$ cat src/rtl/fifo_wr_arbiter.sv
// ---------------------------------------------------------------------------
// fifo_wr_arbiter
//
// Purpose:
//    Round-robin arbiter that shares the single write port of an 8-entry,
//    32-bit fifo between N producers. Each write is run as a short sequence:
//    full check, a one-cycle write strobe, then sampling of the fifo's
//    accept/reject response. A rejected (or unanswered) write is retried by
//    the same owner up to MAX_RETRY attempts. After that the request is
//    dropped. Every completion or drop is reported back to the requester as
//    a one-cycle pulse.
//
// Ports:
//    clk          system clock, rising edge
//    reset_n      asynchronous active-low reset
//    req          one request bit per producer. It is held high with its data
//                 stable until done or drop.
//    din_bus      producer data, slice i = din_bus[i*DW +: DW]
//    gnt          one-hot owner of the current transaction
//    done         one-cycle pulse, the owner's write was accepted
//    drop         one-cycle pulse, the owner's request was abandoned
//    fifo_wr_en   write strobe to the fifo, one cycle per attempt
//    fifo_din     write data to the fifo
//    fifo_full    fifo full flag
//    fifo_wr_ack  fifo accepted the write (cycle after wr_en is sampled)
//    fifo_wr_err  fifo rejected the write (same timing as wr_ack)
// ---------------------------------------------------------------------------
module fifo_wr_arbiter #(
   parameter int N         = 4,
   parameter int DW        = 32,
   parameter int MAX_RETRY = 3
) (
   input  logic            clk,
   input  logic            reset_n,
   input  logic [N-1:0]    req,
   input  logic [N*DW-1:0] din_bus,
   output logic [N-1:0]    gnt,
   output logic [N-1:0]    done,
   output logic [N-1:0]    drop,
   output logic            fifo_wr_en,
   output logic [DW-1:0]   fifo_din,
   input  logic            fifo_full,
   input  logic            fifo_wr_ack,
   input  logic            fifo_wr_err
);

   localparam int PW = (N > 1) ? $clog2(N) : 1;
   localparam int RW = $clog2(MAX_RETRY + 1);

   typedef enum logic [1:0] {
      IDLE  = 2'd0,
      WRITE = 2'd1,
      WAIT  = 2'd2
   } state_t;

   state_t          state_q, state_d;
   logic [PW-1:0]   rrPtr_q, rrPtr_d;
   logic [PW-1:0]   owner_q, owner_d;
   logic [RW-1:0]   retryCnt_q, retryCnt_d;
   logic            lock_q, lock_d;
   logic [N-1:0]    gnt_q, gnt_d;
   logic [N-1:0]    done_q, done_d;
   logic [N-1:0]    drop_q, drop_d;
   logic            wrEn_q, wrEn_d;
   logic [DW-1:0]   din_q, din_d;

   logic            rrFound;
   logic [PW-1:0]   rrWinner;
   logic            ownerReq;
   logic            keepOwner;
   logic            winValid;
   logic [PW-1:0]   winner;
   logic [PW-1:0]   nextOwner;
   logic            rejected;
   logic            retryExhausted;

   // Round-robin search: first set request starting at rrPtr and wrapping
   // from N-1 back to 0. The index is kept modulo N, so non-power-of-two N
   // never looks past the last requester.
   always_comb begin
      int idx;
      logic [PW-1:0] idxP;
      rrFound  = 1'b0;
      rrWinner = '0;
      idx      = 0;
      idxP     = '0;
      for (int k = 0; k < N; k++) begin
         idx = int'(rrPtr_q) + k;
         if (idx >= N) begin
            idx = idx - N;
         end
         idxP = PW'(idx);
         if (!rrFound && req[idxP]) begin
            rrFound  = 1'b1;
            rrWinner = idxP;
         end
      end
   end

   // Winner selection. A locked owner that still requests is retried ahead of
   // everybody else. A locked owner that let go of its request releases the
   // lock, and the normal round-robin result is used in the same cycle.
   // A full fifo blocks any new attempt, including a retry.
   always_comb begin
      ownerReq  = req[owner_q];
      keepOwner = lock_q && ownerReq;
      winValid  = !fifo_full && (keepOwner || rrFound);
      winner    = keepOwner ? owner_q : rrWinner;
      nextOwner = (owner_q == PW'(N - 1)) ? '0 : owner_q + PW'(1);
   end

   // Response decode for WAIT. An acknowledge always wins. An explicit error
   // and a missing response both take the retry path.
   always_comb begin
      rejected       = fifo_wr_err || !fifo_wr_ack;
      retryExhausted = (int'(retryCnt_q) + 1) >= MAX_RETRY;
   end

   // State register plus the registered outputs and bookkeeping. Reset
   // abandons any attempt in flight without reporting it.
   always_ff @(posedge clk or negedge reset_n) begin
      if (!reset_n) begin
         state_q    <= IDLE;
         rrPtr_q    <= '0;
         owner_q    <= '0;
         retryCnt_q <= '0;
         lock_q     <= 1'b0;
         gnt_q      <= '0;
         done_q     <= '0;
         drop_q     <= '0;
         wrEn_q     <= 1'b0;
         din_q      <= '0;
      end else begin
         state_q    <= state_d;
         rrPtr_q    <= rrPtr_d;
         owner_q    <= owner_d;
         retryCnt_q <= retryCnt_d;
         lock_q     <= lock_d;
         gnt_q      <= gnt_d;
         done_q     <= done_d;
         drop_q     <= drop_d;
         wrEn_q     <= wrEn_d;
         din_q      <= din_d;
      end
   end

   // Next-state logic. Every attempt runs IDLE -> WRITE -> WAIT -> IDLE, so
   // at most one attempt is issued every three cycles.
   always_comb begin
      state_d = state_q;
      unique case (state_q)
         IDLE: begin
            if (winValid) begin
               state_d = WRITE;
            end
         end
         WRITE: begin
            state_d = WAIT;
         end
         WAIT: begin
            state_d = IDLE;
         end
         default: begin
            state_d = IDLE;
         end
      endcase
   end

   // Output and bookkeeping logic. done/drop/wr_en are pulses and default to
   // zero. Grant, data, owner and the retry state hold unless a transition
   // below changes them.
   always_comb begin
      rrPtr_d    = rrPtr_q;
      owner_d    = owner_q;
      retryCnt_d = retryCnt_q;
      lock_d     = lock_q;
      gnt_d      = gnt_q;
      din_d      = din_q;
      done_d     = '0;
      drop_d     = '0;
      wrEn_d     = 1'b0;
      unique case (state_q)
         IDLE: begin
            // The owner gave up a pending retry, so its lock and count are
            // cleared before the new winner (if any) is taken.
            if (!fifo_full && lock_q && !ownerReq) begin
               lock_d     = 1'b0;
               retryCnt_d = '0;
               gnt_d      = '0;
            end
            if (winValid) begin
               owner_d        = winner;
               gnt_d          = '0;
               gnt_d[winner]  = 1'b1;
               din_d          = din_bus[int'(winner)*DW +: DW];
               wrEn_d         = 1'b1;
            end
         end
         WRITE: begin
            // The fifo samples the strobe at this edge. Data and grant stay
            // put until the response is seen.
            wrEn_d = 1'b0;
         end
         WAIT: begin
            if (fifo_wr_ack) begin
               done_d[owner_q] = 1'b1;
               gnt_d           = '0;
               retryCnt_d      = '0;
               lock_d          = 1'b0;
               rrPtr_d         = nextOwner;
            end else if (rejected) begin
               if (retryExhausted) begin
                  drop_d[owner_q] = 1'b1;
                  gnt_d           = '0;
                  retryCnt_d      = '0;
                  lock_d          = 1'b0;
                  rrPtr_d         = nextOwner;
               end else begin
                  retryCnt_d = retryCnt_q + RW'(1);
                  lock_d     = 1'b1;
               end
            end
         end
         default: begin
            gnt_d = '0;
         end
      endcase
   end

   assign gnt        = gnt_q;
   assign done       = done_q;
   assign drop       = drop_q;
   assign fifo_wr_en = wrEn_q;
   assign fifo_din   = din_q;

endmodule

$ cat config.mk
export PLATFORM = sky130hd
export DESIGN_NAME = fifo_wr_arbiter
export DESIGN_NICKNAME = d
export VERILOG_FILES = /design/src/rtl/fifo_wr_arbiter.sv
export SDC_FILE = /design/constraint.sdc
export NUM_CORES = 1
export LEC_CHECK = 0
export ABC_AREA = 1
export ABC_CLOCK_PERIOD_IN_PS = 2450
export CORE_MARGIN = 1.5
export CORE_UTILIZATION = 37
export CTS_CLUSTER_DIAMETER = 150
export DETAILED_ROUTE_END_ITERATION = 7
export MAX_ROUTING_LAYER = met4
export PLACE_DENSITY = 0.72
export SLEW_MARGIN = 20
export SYNTH_ARGS = -nofsm -noshare
export SYNTH_HDL_FRONTEND = slang
export SYNTH_SLANG_ARGS = --single-unit
$ cat constraint.sdc
create_clock -name clk -period 2.45 [get_ports clk]
set_input_delay 0.245 -clock clk [delete_from_list [all_inputs] [get_ports clk]]
set_output_delay 0.245 -clock clk [all_outputs]
set_load 0.01 [all_outputs]
; ---- After elaboration in Yosys (flattened, before gate mapping)
; Index checks and enable logic that the tools add are counted.
; Widths: inputs -> output; s select.
[word_totals]
regBits = 54
elab_cells = 125
output_inout_bits = 45
[classes]
eq_ne = 8
addsub = 10
n_reduce_logical = 25
shifts = 1
n_lt_le_gt_ge = 13
mux = 57
n_bitwise = 1
[ops]
columns = cell, n
row1 = $shiftx 128x8->32, 1
row2 = $mux 4, 11
row3 = $mux 2, 18
row4 = $lt 2x3->1 const B, 6
row5 = $mux 1, 17
row6 = $pmux 4 s3, 1
row7 = $bmux 1 s2, 5
row8 = $ge 3x3->1 const B, 3
row9 = $logic_and 1x1->1, 9
row10 = $ne 3x3->1 const B, 3
row11 = $pmux 2 s2, 2
row12 = $sub 2x1->2 const B, 4
row13 = $add 2x1->3 const B, 2
row14 = $add 2x2->3 const B, 2
row15 = $logic_not 1->1, 6
row16 = $reduce_and 3->1, 2
row17 = $reduce_bool 2->1, 3
row18 = $add 2x1->2 const B, 2
row19 = $demux 1 s2, 2
row20 = $eq 2x2->1 const B, 2
row21 = $ge 2x1->1 const B, 2
row22 = $ne 2x2->1 const B, 2
row23 = $reduce_and 4->1, 1
row24 = $ge 2x3->1 const B, 1
row25 = other kinds (7), 8

; ---- Logic depth before layout (Yosys ltp)
; Gate-level depths: netlist of the first run.
[logic_depth]
ltp_word = 21
ltp_mapped = 20
ltp_nobuf = 17

; ---- Worst setup path after synthesis of the first run
; No wires, ideal clock.
[synth_timing]
path_type = reg2reg
from = register rrPtr_q[0]
to = register din_q[19], in the netlist fifo_din[19]
path_stages_with_launch = 20
slack_ps = 580
synth_period_minus_slack_ps = 1870
arrival_time_ps = 1754
n_path_buf = 3
setup_ps = 117
t_required_ps = 2333
cell_sequence = dfrtp_1 buf_6 inv_8 nand2_1 nand3_1 nand2_2 nor2_4 nand3_2 nand2_1 inv_2 nand2_4 nand2_4 buf_8 buf_8 nand2_2 nand2_1 nand2_1 nand2_1 nand2_1 nand2_1
[synth_between]
elab_chain_cells = 17
[synth_lines]
columns = element, line
row1 = start: declaration, 57  ; logic [PW-1:0] rrPtr_q, rrPtr_d;
row2 = start signal: assignment, 135  ; rrPtr_q <= rrPtr_d;
row3 = branches (longest 17 deep; another with $add 2x1->3), --
row4 = end signal: assignment, 143  ; din_q <= din_d;
row5 = end: declaration, 65  ; logic [DW-1:0] din_q, din_d;
; Several ways; the timed one is not identified. The select of a mux whose other input is x is not followed.
; A chain may end at the register's enable or synchronous reset.

; ---- Final worst setup path of the first run
[layout_timing]
from = register rrPtr_q[0]
to = register din_q[12], in the netlist fifo_din[12]
; Same word-level chain as after synthesis.

==> run summary, run 1 <==
Slowest cell on crit path - dfrtp_2
Hold Vio Cnt, Final - 0
clk_skew - 0.00820 ns
Tcrit/Tclk final - 91.2%
DRC violations left - 0
diode count - 0
Clk pin slew, worst setup/hold paths - 0.10 ns
sequential cell area fraction in the yosys report - 33.5%
Final GP Congestion - 0.906
critical path fanouts, max - 32
pwr dens - 1340 mW/mm^2
dpl cells - 897
Syn Inst Count - 601
Syn. warnings - 0
Post-Layout Cell Count - 906
flop-to-flop setup slack - 0.22 ns
DR WL/cell - 12.9 microns
Worst Path Arrival - 2.49 ns
largest net degree at the start of global routing - 37
average size of a mapped cell - 6.72 sq um
nets - 910
maximum clock path buffer count - 2
H-tree levels - 2
area growth from synthesis to layout - 48.9%
crit path from - rrPtr_q[0]
Tightest Hold Check Type - primary input to asynchronous set/reset pin
die area - 0.0116 sq mm
postcts setup bufs - 0
HPWL after detailed placement - 8960 microns
1st-iter DRT viols - 162
normalized max-slew margin - 56.5%
# fillers - 1022
vias in the first global route - 4189
register area - 0.00135 sq mm
floorplan row count - 37
GRT Residual Overflow - 0
floorplan die width - 107 microns
mean number of vias per cell - 4.67
buffers added on ports - 180
core area - 0.0105 sq mm
area of the multi-input gates - 0.00232 sq mm
Crit. End Element - flop
clock root buffer - clkbuf_8
Setup Crit Path Kind - flop to flop
worst skew pair latency - 0.31 ns
slowest stage delay, CP - 0.52 ns
critical path cell sequence - inv_8 > nand2_1 > nand3_1 > nand2_2 > nor2_4 > nand3_2 > nand2_1 > inv_2 > nand2_4 > buf_4 > nand3_1 > nand2_1 > nand2_1 > nand2_1 > nand2_1 > nand2_1
CTS buffer count - 5
syn nets - 742
Yosys reg bits - 54
Die Y - 107 microns
CP Launch Type - flop
Final ANT Viol Nets - 0
outcome - complete, no violations
Period minus WS final - 2.23 ns
reg2reg end - fifo_din[12]
Least-Margin Pin Slew - 0.651 ns
CTS sink cnt - 54
Critical Path RT - 2.71 ns
reg-to-reg startpoint - rrPtr_q[0]
RSZ-0062 raised after global routing - no
initial core utilization - 38.6%
gr usage total - 20.9%
I/O pin count - 182
Max VDD drop - 0.694 mV
static leakage - 0.00308 uW
global-route wire length before repair - 19100 microns
Max-cap violations - 0
setup TNS - 0 ns
fmax - 448 MHz
CP delay by family, top - simple AND/OR/NAND/NOR gates
critical path depth - 16
initial antenna violation count - 0
share of layout cells above drive strength 1 - 13.4%
fin. max-slew vios - 0
FF-to-FF path depth - 16
most used cell, CP - nand2_1
post-synth cell types - 29
drt first pass iters - 4
Synth Cell Area - 0.00404 sq mm
DR vias - 4234
final wirelength - 11700 microns
worst setup path endpoint - fifo_din[12]
Setup violations, final - 0
CTS tree - done
worst path buffer plus inverter count - 3
flip-flops by register name, summed over array words and instances (netlist names):
| register | cells |
|---|---|
| gnt | 4 |
| owner_q | 2 |
| drop | 4 |
| lock_q | 1 |
| fifo_wr_en | 1 |
| rrPtr_q | 2 |
| state_q | 2 |
| fifo_din | 32 |
| retryCnt_q | 2 |
| done | 4 |
worst min-delay path by stage:
stage	slack, ns	cells after the start	to	startpoint
after global placement	0.26	2	done[3]	reset_n
after CTS	0.46	3	fifo_din[31]	reset_n
after detailed placement	0.27	2	done[0]	reset_n
after global routing	0.51	3	drop[0]	reset_n
after floorplan	-0.05	0	done[0]	reset_n
final	0.45	3	drop[3]	reset_n
cell families (layout without fill, tap and decap cells):
group	after synthesis	count (layout)	synth area share, %
buf+inv	60	229	9.20
simple gates	464	464	52.9
fa+ha+maj	4	4	1.24
mux	1	1	0.248
flops	54	54	33.5
compound gates	18	18	2.91
per-stage QoR:
step | power [uW] | hold WS, ns | utilization [%] | area, sq um | setup slack, ns
floorplan | 6040 | -0.0506 | - | 4040 | 0.580
CTS | 8120 | 0.461 | 57.5 | 6010 | 0.0966
global placement | 7430 | 0.260 | 56.4 | 5900 | 0.0601
detailed placement | 7570 | 0.274 | 56.4 | 5900 | 0.0128
global route | 8920 | 0.506 | 57.5 | 6010 | 0.0249
finish | 8060 | 0.455 | 57.5 | 6010 | 0.215
cells in the final DEF (no fill, tap or decap), types with 2 or more instances in the layout:
cell	synthesis	final
nand4_1	2	2
clkinv_1	2	2
nand3_1	45	45
buf_4	1	10
inv_2	4	3
o31ai_2	2	2
clkdlybuf4s50_1	0	179
inv_1	19	19
ha_1	4	4
clkbuf_8	0	6
nor2_1	2	2
nor3_1	9	9
nand2_1	335	334
dfrtp_1	54	53
nand3_2	32	32
nand2_2	34	34
a21oi_1	3	3
buf_12	0	4
o21ai_0	7	7
o21ai_1	4	4
nand2_4	2	3
area by class of cell:
type | instances | area share, %
sequential | 54 | 22.5
inverter | 26 | 1.79
timing repair buffer | 195 | 32.6
clock buffer | 6 | 1.37
clock inverter | 2 | 0.270
multi-input combinational | 487 | 38.6
tap | 136 | 2.83
power by group:
group / leakage (uW) / total [uW] / internal, uW / switching [uW]
Sequential: 0.000697 / 1490 / 1240 / 253
Combinational: 0.00233 / 6040 / 2370 / 3660
Clock: 0.0000478 / 534 / 233 / 300
Total: 0.00308 / 8060 / 3850 / 4220
repair_timing:
action | 4_1_cts | 5_1_grt
gates resized for setup | 0 | 3
endpoints found under the hold margin | 54 | 0
hold buffers | 1 | 0
setup endpoints to repair | 0 | 33
tightest hold or removal path, stage by stage:
cell and delay (ns):
dlygate4sd3_1 0.51, buf_2 0.11, buf_4 0.30
synth_stat cells (all sizes together):
cell | number | area share (%)
buf | 31 | 6.3
ha | 4 | 1.2
clkinv | 2 | 0.19
o21ai | 12 | 1.8
nand3 | 77 | 14
nor3 | 10 | 1.5
dfrtp | 54 | 33
clkbuf | 3 | 0.28
nor2 | 3 | 0.46
a21oi | 3 | 0.37
o31ai | 2 | 0.62
nand2 | 371 | 37
nand3b | 1 | 0.19
inv | 24 | 2.4
mux2i | 1 | 0.25
o22ai | 1 | 0.15
nand4 | 2 | 0.31
metal layers:
layer | vias to the layer above | global-route usage [%] | share of wire (%)
met5 | - | - | 0
li1 | 2200 | - | -
met4 | 0 | 4.98 | 2.0
met1 | 1887 | 24.4 | 42
met2 | 127 | 37.0 | 50
met3 | 20 | 4.24 | 6.0
Note: power is estimated with default switching activity, not from simulation.
==> run 2, diff against run 1 <==
--- a/config.mk
+++ b/config.mk
@@ -7,13 +7,13 @@
 export LEC_CHECK = 0
 export ABC_AREA = 1
 export ABC_CLOCK_PERIOD_IN_PS = 2450
+export CORE_ASPECT_RATIO = 0.7
 export CORE_MARGIN = 1.5
 export CORE_UTILIZATION = 37
 export CTS_CLUSTER_DIAMETER = 150
 export DETAILED_ROUTE_END_ITERATION = 7
 export MAX_ROUTING_LAYER = met4
 export PLACE_DENSITY = 0.72
-export SLEW_MARGIN = 20
 export SYNTH_ARGS = -nofsm -noshare
 export SYNTH_HDL_FRONTEND = slang
 export SYNTH_SLANG_ARGS = --single-unit
==> run summary, run 2 (synthesized netlist as in run 1, its figures left out) <==
Met3 Wirelength - 967 microns
CTS tree - done
mean number of vias per cell - 4.72
Least-Margin Pin Slew - 0.850 ns
worst setup path endpoint - owner_q[1]
RSZ-0062 raised after global routing - no
initial antenna violation count - 0
DRC violations left - 0
Post-Layout Cell Count - 900
top sig layer - met4
CTS buffer count - 5
reg2reg end - owner_q[1]
worst path buffer plus inverter count - 2
critical path cell sequence - inv_8 > nand2_1 > nand3_1 > nand2_2 > nor2_4 > nand3_2 > nand2_2 > nor3_4 > inv_2 > o21ai_0
maximum clock path buffer count - 2
Setup violations, final - 0
Clk pin slew, worst setup/hold paths - 0.07 ns
gr usage total - 21.4%
Hold Vio Cnt, Final - 0
Worst Path Arrival - 2.31 ns
Period minus WS final - 2.17 ns
largest net degree at the start of global routing - 41
dpl cells - 892
clk_skew - 0.00754 ns
pwr dens - 1380 mW/mm^2
CP Launch Type - flop
I/O pin count - 182
CTS sink cnt - 54
Max VDD drop - 1.05 mV
normalized max-slew margin - 43.3%
fin. max-slew vios - 0
fmax - 462 MHz
HPWL after detailed placement - 8930 microns
share of layout cells above drive strength 1 - 13.3%
most used cell, CP - nand2_2
final wirelength - 11900 microns
global-route wire length before repair - 19600 microns
diode count - 0
Tightest Hold Check Type - primary input to asynchronous set/reset pin
crit path from - rrPtr_q[0]
static leakage - 0.00312 uW
GRT Residual Overflow - 0
critical path depth - 10
die area - 0.0116 sq mm
drt first pass iters - 4
overall power - 8400 uW
flop-to-flop setup slack - 0.28 ns
Final ANT Viol Nets - 0
FF-to-FF path depth - 10
critical path fanouts, max - 36
worst hold slack - 0.0525 ns
CP delay by family, top - simple AND/OR/NAND/NOR gates
reg-to-reg startpoint - rrPtr_q[0]
area growth from synthesis to layout - 50.7%
DR vias - 4246
slowest stage delay, CP - 0.51 ns
worst skew pair latency - 0.29 ns
postcts setup bufs - 0
core area - 0.0105 sq mm
CTS Hold Buffers Added - 0
Max-cap violations - 0
initial core utilization - 38.6%
commonest non-fill, non-tap cell in the layout - nand2_1
buffers added on ports - 180
outcome - complete, no violations
Slowest cell on crit path - dfrtp_2
metal2 WL - 5390 microns
Critical Path RT - 2.60 ns
Crit. End Element - flop
most frequent cells in the layout - nand2_1, clkdlybuf4s50_1, dfrtp_1
Final GP Congestion - 0.859
floorplan row count - 31
DR WL/cell - 13.2 microns
Die Y - 90.4 microns
Setup Crit Path Kind - flop to flop
nets - 908
vias in the first global route - 4158
setup TNS - 0 ns
clock root buffer - clkbuf_16
floorplan die width - 128 microns
H-tree levels - 2
M1 wire length - 5370 microns
Tcrit/Tclk final - 88.4%
Largest register FFs - 32
1st-iter DRT viols - 148
[run 2: changes by cell type in the layout (fill, tap and decap cells not counted), moves of 2 or more]
cell       delta
buf_12        +2
clkbuf_8      -6
buf_4         -3
clkbuf_16     +5
[run 2: how the worst min path moves through the flow]
stage | endpoint | from
2_1_floorplan | done[0] | reset_n
3_5_place_dp | done[3] | reset_n
4_1_cts | drop[0] | reset_n
3_3_place_gp | done[2] | reset_n
6_report | done[3] | reset_n
5_1_grt | done[2] | reset_n
[run 2: power breakdown]
part           switching, uW  leakage [uW]  total [uW]  internal [uW]
Combinational           3670       0.00234        6080           2410
Clock                    326     0.0000842         810            484
Sequential               274      0.000697        1520           1240
[run 2: layout make-up]
class / instances / area [sq um]
fill: 928 / 4390
multi-input combinational: 487 / 2320
timing repair buffer: 193 / 1970
sequential: 54 / 1350
tap: 132 / 165
clock buffer: 5 / 125
inverter: 26 / 105
clock inverter: 3 / 43.8
[run 2: what timing repair did]
| action | CTS | global route |
|---|---|---|
| hold endpoints to repair | 0 | 0 |
| gates resized for setup | 0 | 1 |
| setup endpoints to repair | 0 | 11 |
[run 2: worst reg2reg max path: stages, from the launching register on]
cell and delay, ns:
dfrtp_2 0.51, inv_8 0.12, nand2_1 0.07, nand3_1 0.12, nand2_2 0.10, nor2_4 0.14
nand3_2 0.10, nand2_2 0.11, nor3_4 0.06, inv_2 0.48, o21ai_0 0.20
[run 2: per-stage QoR]
stage | util, % | area (sq um) | setup WS (ns)
detailed placement | 56.5 | 5910 | 0.0478
global route | 58.1 | 6080 | 0.0846
CTS | 58.1 | 6080 | 0.140
global placement | 56.5 | 5910 | 0.147
floorplan | - | 4040 | 0.580
finish | 58.1 | 6080 | 0.285
[run 2: routing by layer]
metal  vias up  GRT usage [%]
met1      1898           26.9
met4         0           4.49
met3        13           5.98
met2       138           34.7
met5         -              -
li1       2197              -
==> run 3, diff against run 2 <==
--- a/config.mk
+++ b/config.mk
@@ -7,9 +7,11 @@
 export LEC_CHECK = 0
 export ABC_AREA = 1
 export ABC_CLOCK_PERIOD_IN_PS = 2450
+export CAP_MARGIN = 20
 export CORE_ASPECT_RATIO = 0.7
 export CORE_MARGIN = 1.5
 export CORE_UTILIZATION = 37
+export CTS_BUF_LIST = sky130_fd_sc_hd__clkbuf_4 sky130_fd_sc_hd__clkbuf_8 sky130_fd_sc_hd__clkbuf_16
 export CTS_CLUSTER_DIAMETER = 150
 export DETAILED_ROUTE_END_ITERATION = 7
 export MAX_ROUTING_LAYER = met4
==> results of run 3 <==
Same layout as run 2: the final DEF is identical, and so are final timing and power.
